[src/rtl/fpaddsub_arbiter.sv]
// Two-port arbiter sequencing one shared combinational FP add/sub datapath.
// Define FPARB_FIXED_PRIO_EN for fixed priority (req0 wins); default is round-robin.
module fpaddsub_arbiter #(
    parameter int EXEC_CYCLES = 2
) (
    input  logic        clk,
    input  logic        rst,
    input  logic        req0_valid,
    output logic        req0_ready,
    input  logic [34:0] req0_data,
    input  logic        req1_valid,
    output logic        req1_ready,
    input  logic [34:0] req1_data,
    output logic        resp0_valid,
    input  logic        resp0_ready,
    output logic        resp1_valid,
    input  logic        resp1_ready,
    output logic [17:0] resp_data,
    output logic        dp_op,
    output logic        dp_sgn1,
    output logic [4:0]  dp_exp1,
    output logic [10:0] dp_man1,
    output logic        dp_sgn2,
    output logic [4:0]  dp_exp2,
    output logic [10:0] dp_man2,
    input  logic        dp_sgnout,
    input  logic [5:0]  dp_outexp,
    input  logic [10:0] dp_out,
    output logic        busy,
    output logic        grant_id
);

    typedef enum logic [1:0] {IDLE, EXEC, RESP} state_t;

    localparam logic [3:0] CNT_LOAD = 4'(EXEC_CYCLES - 1);

    state_t      state, state_nxt;
    logic [3:0]  cnt, cnt_nxt;
    logic        last_grant;
    logic        winner;
    logic        accept;
    logic        capture;
    logic [34:0] win_data;

    // winner: 0 selects req0, 1 selects req1
    always_comb begin
`ifdef FPARB_FIXED_PRIO_EN
        winner = ~req0_valid;
`else
        winner = (req0_valid && req1_valid) ? ~last_grant : ~req0_valid;
`endif
    end

    assign win_data = winner ? req1_data : req0_data;

    always_comb begin
        state_nxt   = state;
        cnt_nxt     = cnt;
        accept      = 1'b0;
        capture     = 1'b0;
        req0_ready  = 1'b0;
        req1_ready  = 1'b0;
        resp0_valid = 1'b0;
        resp1_valid = 1'b0;
        case (state)
            IDLE: begin
                if (!rst && (req0_valid || req1_valid)) begin
                    accept     = 1'b1;
                    req0_ready = ~winner;
                    req1_ready = winner;
                    cnt_nxt    = CNT_LOAD;
                    state_nxt  = EXEC;
                end
            end
            EXEC: begin
                if (cnt == 4'd0) begin
                    capture   = 1'b1;
                    state_nxt = RESP;
                end else begin
                    cnt_nxt = cnt - 4'd1;
                end
            end
            RESP: begin
                resp0_valid = ~grant_id;
                resp1_valid = grant_id;
                if (grant_id ? resp1_ready : resp0_ready) begin
                    state_nxt = IDLE;
                end
            end
            default: state_nxt = IDLE;
        endcase
    end

    assign busy = (state != IDLE);

    always_ff @(posedge clk) begin
        if (rst) begin
            state <= IDLE;
            cnt   <= 4'd0;
        end else begin
            state <= state_nxt;
            cnt   <= cnt_nxt;
        end
    end

    // Operands stay registered from acceptance until the next acceptance.
    always_ff @(posedge clk) begin
        if (rst) begin
            dp_op      <= 1'b0;
            dp_sgn1    <= 1'b0;
            dp_exp1    <= 5'd0;
            dp_man1    <= 11'd0;
            dp_sgn2    <= 1'b0;
            dp_exp2    <= 5'd0;
            dp_man2    <= 11'd0;
            grant_id   <= 1'b0;
            last_grant <= 1'b1;
            resp_data  <= 18'd0;
        end else begin
            if (accept) begin
                {dp_op, dp_sgn1, dp_exp1, dp_man1, dp_sgn2, dp_exp2, dp_man2} <= win_data;
                grant_id <= winner;
`ifndef FPARB_FIXED_PRIO_EN
                last_grant <= winner;
`endif
            end
            if (capture) begin
                resp_data <= {dp_sgnout, dp_outexp, dp_out};
            end
        end
    end

endmodule

[config.mk]
export PLATFORM = sky130hd
export DESIGN_NAME = fpaddsub_arbiter
export DESIGN_NICKNAME = d
export VERILOG_FILES = /design/src/rtl/fpaddsub_arbiter.sv
export SDC_FILE = /design/constraint.sdc
export NUM_CORES = 1
export LEC_CHECK = 0
export CAP_MARGIN = 20
export CORE_MARGIN = 2
export CORE_UTILIZATION = 59
export CTS_CLUSTER_DIAMETER = 150
export CTS_CLUSTER_SIZE = 28
export DETAILED_ROUTE_END_ITERATION = 8
export DONT_BUFFER_PORTS = 1
export MAX_ROUTING_LAYER = met4
export PLACE_DENSITY = 0.75
export REMOVE_ABC_BUFFERS = 1
export SKIP_CTS_REPAIR_TIMING = 1
export SYNTH_ARGS = -nofsm -noshare
export SYNTH_HDL_FRONTEND = slang
export SYNTH_SLANG_ARGS = --single-unit
[constraint.sdc]
create_clock -name clk -period 4.2 [get_ports clk]
set_clock_uncertainty 0.15 [all_clocks]
set_input_delay 0.84 -clock clk [delete_from_list [all_inputs] [get_ports clk]]
set_output_delay 0.84 -clock clk [all_outputs]
set_load 0.005 [all_outputs]
==> impl_metrics.toml, run 1 <==
[clock_network]
h-tree-depth = 3
clockRootBuffer = "clkbuf_8"
worst_setup_hold_path_clk_slew_ns = 0.06
clk_latency_ns = 0.33
cts_made_buffers = 9
tritoncts = "done"
numClockSinks = 61
max-clock-path-buffers = 2

[setup_path]
worst-path-buf-inv = 0
timing.reg2reg.worst_path_depth = 7
cp_endpoint_kind = "output port"
cp_data_required_time_ns = 3.21
timing.rr.start = "cnt[0]"
flop_to_flop_setup_slack_ns = 1.93
startpoint_type = "input port"
worst_ep_arrival_time_ns = 1.69
crit_path_top_delay_cell = "a211oi_2"
critical_path.max_stage_delay_ns = 0.49
cp_cell_sequence = "or3_4 -> a211oi_2"
crit_family = "compound AO/OA/AOI/OAI gates"
highest_net_fanout_along_the_worst_path = 55
path_class = "in -> out"
crit-reg2reg-capture = "resp_data[3]"

[timing]
finalCritPeriodShare = 0.6390
fin_crit_ns = 2.684
finalSetupViolCount = 0
finalHoldViolCount = 0
timing.fmax_mhz = 372.6
timing.setup.tns_ns = 0
slew_violations = 0
maxSlewHeadroom = 0.3116
worst_pin_slew_ns = 1.032
grt_setup_unrepaired = "false"

[global_routing]
globalRoute.totalOverflow = 0
antenna_violations_before_repair = 0
global_route.usage.total = 0.2508
number_of_global_route_vias_before_repair = 2023
grt_max_degree = 56
first_pass_grt_wire_length_mm = 9.439

[floorplanning]
io_pins = 153
floorplan.die_area_mm2 = 0.004859
die_w_um = 69.71
fp-row-count = 23
die-height_um = 69.71
floorplan.initialDensity = 0.6234
design.core.area_mm2 = 0.004086

[finish]
insertedDiodeCount = 0
finish.instance_area_mm2 = 0.002729
finish.net_count = 401
drive_above_1_share = 0.08387
final_util = 0.6678
syn_to_final_growth_pct = 7.122

[power]
power.ir.vdd_worst_mv = 0.2727
netSwitchingFraction = 0.2947
total_internal_power_mw = 0.9777
pwr-share-comb = 0.155
cellLeakagePower_nw = 1.049
p_sw_mw = 0.4085
pwr_density_cell_mw_per_mm2 = 508.0
sequentialPowerShare = 0.508
power.share.clock = 0.337

[synthesis]
synth_cell_types = 29
netlist_area_mm2 = 0.002547
syn_avg_cell_area_um2 = 8.165
synthDominantAreaCellType = "dfxtp_1"
ys_seq_area_frac = 0.4794
total_number_of_yosys_warnings = 0
yosys_register_bits = 61
netlist.area_leader.share = 0.4794
top_reg_cell_synth = "dfxtp_1"
number_of_enable_flip_flop_cells_after_synthesis = 0
ys_async_sr_fraction = 0
synth.area.top_cells = "dfxtp_1, nand2_1, a311oi_1"
synth_cells = 312

[detailed_routing]
routedWlPerCell_um = 16.87
dr.pass1.iters = 4
finalWirelength_mm = 6.072
avgViaCountPerCell = 5.911
drt_drc_violations_left = 0
ant_nets = 0
dr_total_vias = 2128
drt_iter0_markers = 92

[worst_hold_path]
min_path_cells = 2
min-delay-start = "dp_exp1[3]"
whs_endpoint = "dp_exp1[3]"
hp-class = "reg -> reg"

[placement]
dp.final_hpwl_mm = 4.173
io_buffer_count = 0
finalWeightedCongestion = 0.7520
dpl-instance-area_mm2 = 0.002516

[run]
cap_violations = 0

[outcome]
outcome = "finished clean"
-- layout make-up --
type / instances / area, um^2
clock buffer: 12 / 155.1
sequential: 61 / 1221
inverter: 6 / 22.52
clock inverter: 4 / 22.52
multi-input combinational: 224 / 1202
fill: 354 / 1358
timing repair buffer: 3 / 42.54
tap: 50 / 62.56
-- synth_stat cells (3+ instances only) --
library cell and instances:
nor2_1 29, nand3b_1 5, nor2b_1 4, buf_4 5, dfxtp_1 61, nand3_1 3
o21ai_0 5, clkbuf_1 10, a21oi_1 22, nor3_1 3, a311oi_1 25, mux2i_1 6
nand2_1 97, a22oi_1 5, buf_2 6, inv_1 6
-- per-stage QoR --
step	hold WS (ns)	power, mW	instances	setup slack, ns
finish	0.3092	1.386	360	1.516
global placement	0.2972	0.9148	342	1.540
global route	0.3221	1.459	360	1.488
detailed placement	0.3029	0.9244	342	1.449
CTS	0.3114	1.386	358	1.518
floorplan	0.2845	0.8707	291	1.396
-- power by group through the flow --
| stage | registers, mW | clock network (mW) | logic, mW |
|---|---|---|---|
| after detailed placement | 0.718 | 0 | 0.206 |
| after floorplan | 0.701 | 0 | 0.169 |
| final | 0.704 | 0.467 | 0.215 |
| after global routing | 0.713 | 0.500 | 0.246 |
| after CTS | 0.705 | 0.474 | 0.207 |
| after global placement | 0.716 | 0 | 0.198 |
-- sequential cells by signal, indices dropped and copies added, names as in the netlist --
signal,flops
cnt,4
dp_exp1,5
dp_exp2,5
dp_man1,11
dp_man2,11
dp_op,1
dp_sgn1,1
dp_sgn2,1
grant_id,1
last_grant,1
resp_data,18
state,2
-- kinds of logic after synthesis --
logic type | count (synthesis) | share of synthesized area
adder cells (fa/ha/maj) | 2 | 0.009822
multiplexers | 6 | 0.02358
AO/OA/AOI/OAI | 66 | 0.1881
AND/OR/NAND/NOR | 148 | 0.2421
XOR/XNOR | 2 | 0.006877
buffers and inverters | 27 | 0.05010
flip-flops | 61 | 0.4794
-- how the worst max path moves through the flow --
stage               startpoint    endpoint  slack [ns]  cells after the start
floorplan           req0_valid  dp_exp2[2]        1.40                      4
global placement           rst  req0_ready        1.54                      2
detailed placement         rst  dp_man2[3]        1.45                      4
CTS                        rst  req0_ready        1.52                      2
global route               rst  req0_ready        1.49                      2
finish                     rst  req0_ready        1.52                      2
-- worst min-delay path: cells and delay by family, from the launching register on --
kind	cells	cell delay, ns
DFF	1	0.32
and+or+nand+nor	2	0.10
-- cell usage in the layout (no fill, tap or decap), drive strengths merged --
master    Yosys  layout
nand2        97      97
dfxtp        61      61
nor2         29      29
a311oi       25      25
a21oi        23      23
clkbuf       10      12
inv           6       6
mux2i         6       6
o21ai         6       6
nand3b        5       5
a22oi         5       5
nor2b         4       4
a211oi        4       4
nand3         3       3
nor3          3       3
clkinv        0       3
buf          11       3
and2          2       2
nand2b        2       2
a21o          2       2
xor2          2       2
ha            2       2
or3           1       1
or2           1       1
or3b          1       1
o31ai         1       1
clkinvlp      0       1
-- metal layers --
layer	routed length, um	vias to the layer above	GRT usage
li1	-	1053	-
met1	2462	957	0.2697
met4	131	0	0.1303
met2	2905	105	0.4103
met5	0	-	-
met3	573	13	0.08576
No activity file was read; power rests on OpenSTA's default activity.
==> inputs of run 2 (changes only) <==
==> constraint.sdc (replaced) <==
create_clock -name clk -period 2.7 [get_ports clk]
set_clock_uncertainty 0.15 [all_clocks]
set_input_delay 0.54 -clock clk [delete_from_list [all_inputs] [get_ports clk]]
set_output_delay 0.54 -clock clk [all_outputs]
set_load 0.005 [all_outputs]
==> run 2 against run 1 <==
Compared with the run above:
- sequential power is 55% higher
- setup slack got worse by 1.1 ns
- clock power increased by 73%
- wire length fell by 3.9%
- global-route usage is essentially flat
- hold slack lost 0.18 ns
- via count fell by 1.1%
==> impl_metrics.toml, run 2 (synthesis gave the netlist of run 1 again) <==
[timing]
grt_setup_unrepaired = "false"
finalHoldViolCount = 0
worst_pin_slew_ns = 0.6498
finalSetupViolCount = 0
fin_ws_ns = 0.4594
fin_crit_ns = 2.241
maxSlewHeadroom = 0.5668
timing.setup.tns_ns = 0
slew_violations = 0
timing.fmax_mhz = 446.3
worst_hold_slack_ns = 0.1245
finalCritPeriodShare = 0.8299

[detailed_routing]
drt_drc_violations_left = 0
dr.pass1.iters = 4
ant_nets = 0
avgViaCountPerCell = 5.831
dr_total_vias = 2105
drt_iter0_markers = 101
finalWirelength_mm = 5.835
routedWlPerCell_um = 16.16

[finish]
drive_above_1_share = 0.09003
finish.net_count = 403
mostFrequentLayoutCell = "nand2_1"
syn_to_final_growth_pct = 7.760
nFillCells = 349
insertedDiodeCount = 0
final_util = 0.6718
layout.cells.most_common_list = "nand2_1, dfxtp_1, nor2_1"
largest-register = "resp_data"
biggestRegsByFlops = "resp_data (18), dp_man1 (11), dp_man2 (11)"
largest_register_ff_count = 18

[global_routing]
globalRoute.totalOverflow = 0
number_of_global_route_vias_before_repair = 2102
first_pass_grt_wire_length_mm = 9.459
global_route.usage.total = 0.2505
grt_max_degree = 56
antenna_violations_before_repair = 0

[worst_hold_path]
hp-class = "in -> reg"

[setup_path]
worst_ep_arrival_time_ns = 1.55
path_class = "reg -> out"
startpoint_type = "register"
highest_net_fanout_along_the_worst_path = 7
cp_endpoint_kind = "output port"
cp_data_required_time_ns = 2.01

[clock_network]
h-tree-depth = 3
clk_latency_ns = 0.33
numClockSinks = 61
cts_made_buffers = 9
worst_setup_hold_path_clk_slew_ns = 0.07
clockRootBuffer = "clkbuf_8"
max-clock-path-buffers = 2
tritoncts = "done"

[placement]
io_buffer_count = 0
placement_setup_slack_ns = 0.6399
dp.final_hpwl_mm = 4.086
finalWeightedCongestion = 0.7615

[run]
cap_violations = 0

[power]
power.ir.vdd_worst_mv = 0.4684
cellLeakagePower_nw = 1.061
pwr_density_cell_mw_per_mm2 = 811.9

[floorplanning]
design.core.area_mm2 = 0.004086
floorplan.initialDensity = 0.6234
fp-row-count = 23
floorplan.die_area_mm2 = 0.004859
die-height_um = 69.71
io_pins = 153
die_w_um = 69.71

[outcome]
outcome = "finished clean"
[run 2: per-stage QoR]
step                total power [mW]  instance area (um^2)  std cells
global placement               1.432                  2546        346
finish                         2.229                  2745        361
floorplan                      1.354                  2442        291
detailed placement             1.445                  2546        346
CTS                            2.248                  2745        361
global route                   2.353                  2745        361
[run 2: area by class of cell]
cell class | instances | area [um^2] | share of cell area
flip-flops and latches | 61 | 1221 | 0.4448
clock buffers | 11 | 151.4 | 0.05515
repair buffers | 5 | 37.54 | 0.01367
multi-input cells | 224 | 1202 | 0.4380
well taps | 50 | 62.56 | 0.02279
inverters | 6 | 22.52 | 0.008204
clock inverters | 4 | 47.55 | 0.01732
[run 2: critical path: stages, from the launching register on]
cell and delay, ns:
dfxtp_1 0.34, or3_4 0.42, a211oi_2 0.46
[run 2: worst paths after layout]
check / from / to / slack [ns] / depth (start not counted)
max: state[0] / req1_ready / 0.46 / 2
min: rst / state[0] / 0.12 / 1
max reg2reg: cnt[0] / resp_data[11] / 0.61 / 6
min reg2reg: dp_man1[9] / dp_man1[9] / 0.31 / 2
[run 2: power by group]
| part | switching [mW] | leakage [nW] | internal [mW] | total [mW] |
|---|---|---|---|---|
| combinational | 0.198 | 0.459 | 0.129 | 0.328 |
| sequential | 0.0853 | 0.501 | 1.01 | 1.09 |
| clock | 0.339 | 0.101 | 0.468 | 0.807 |
| total | 0.623 | 1.06 | 1.61 | 2.23 |
[run 2: metal layers]
metal	vias to the layer above	share of wire	global-route usage
li1	1054	-	-
met1	935	0.38	0.2553
met2	106	0.50	0.4167
met3	10	0.10	0.09738
met4	0	0.018	0.1325
met5	-	0	-
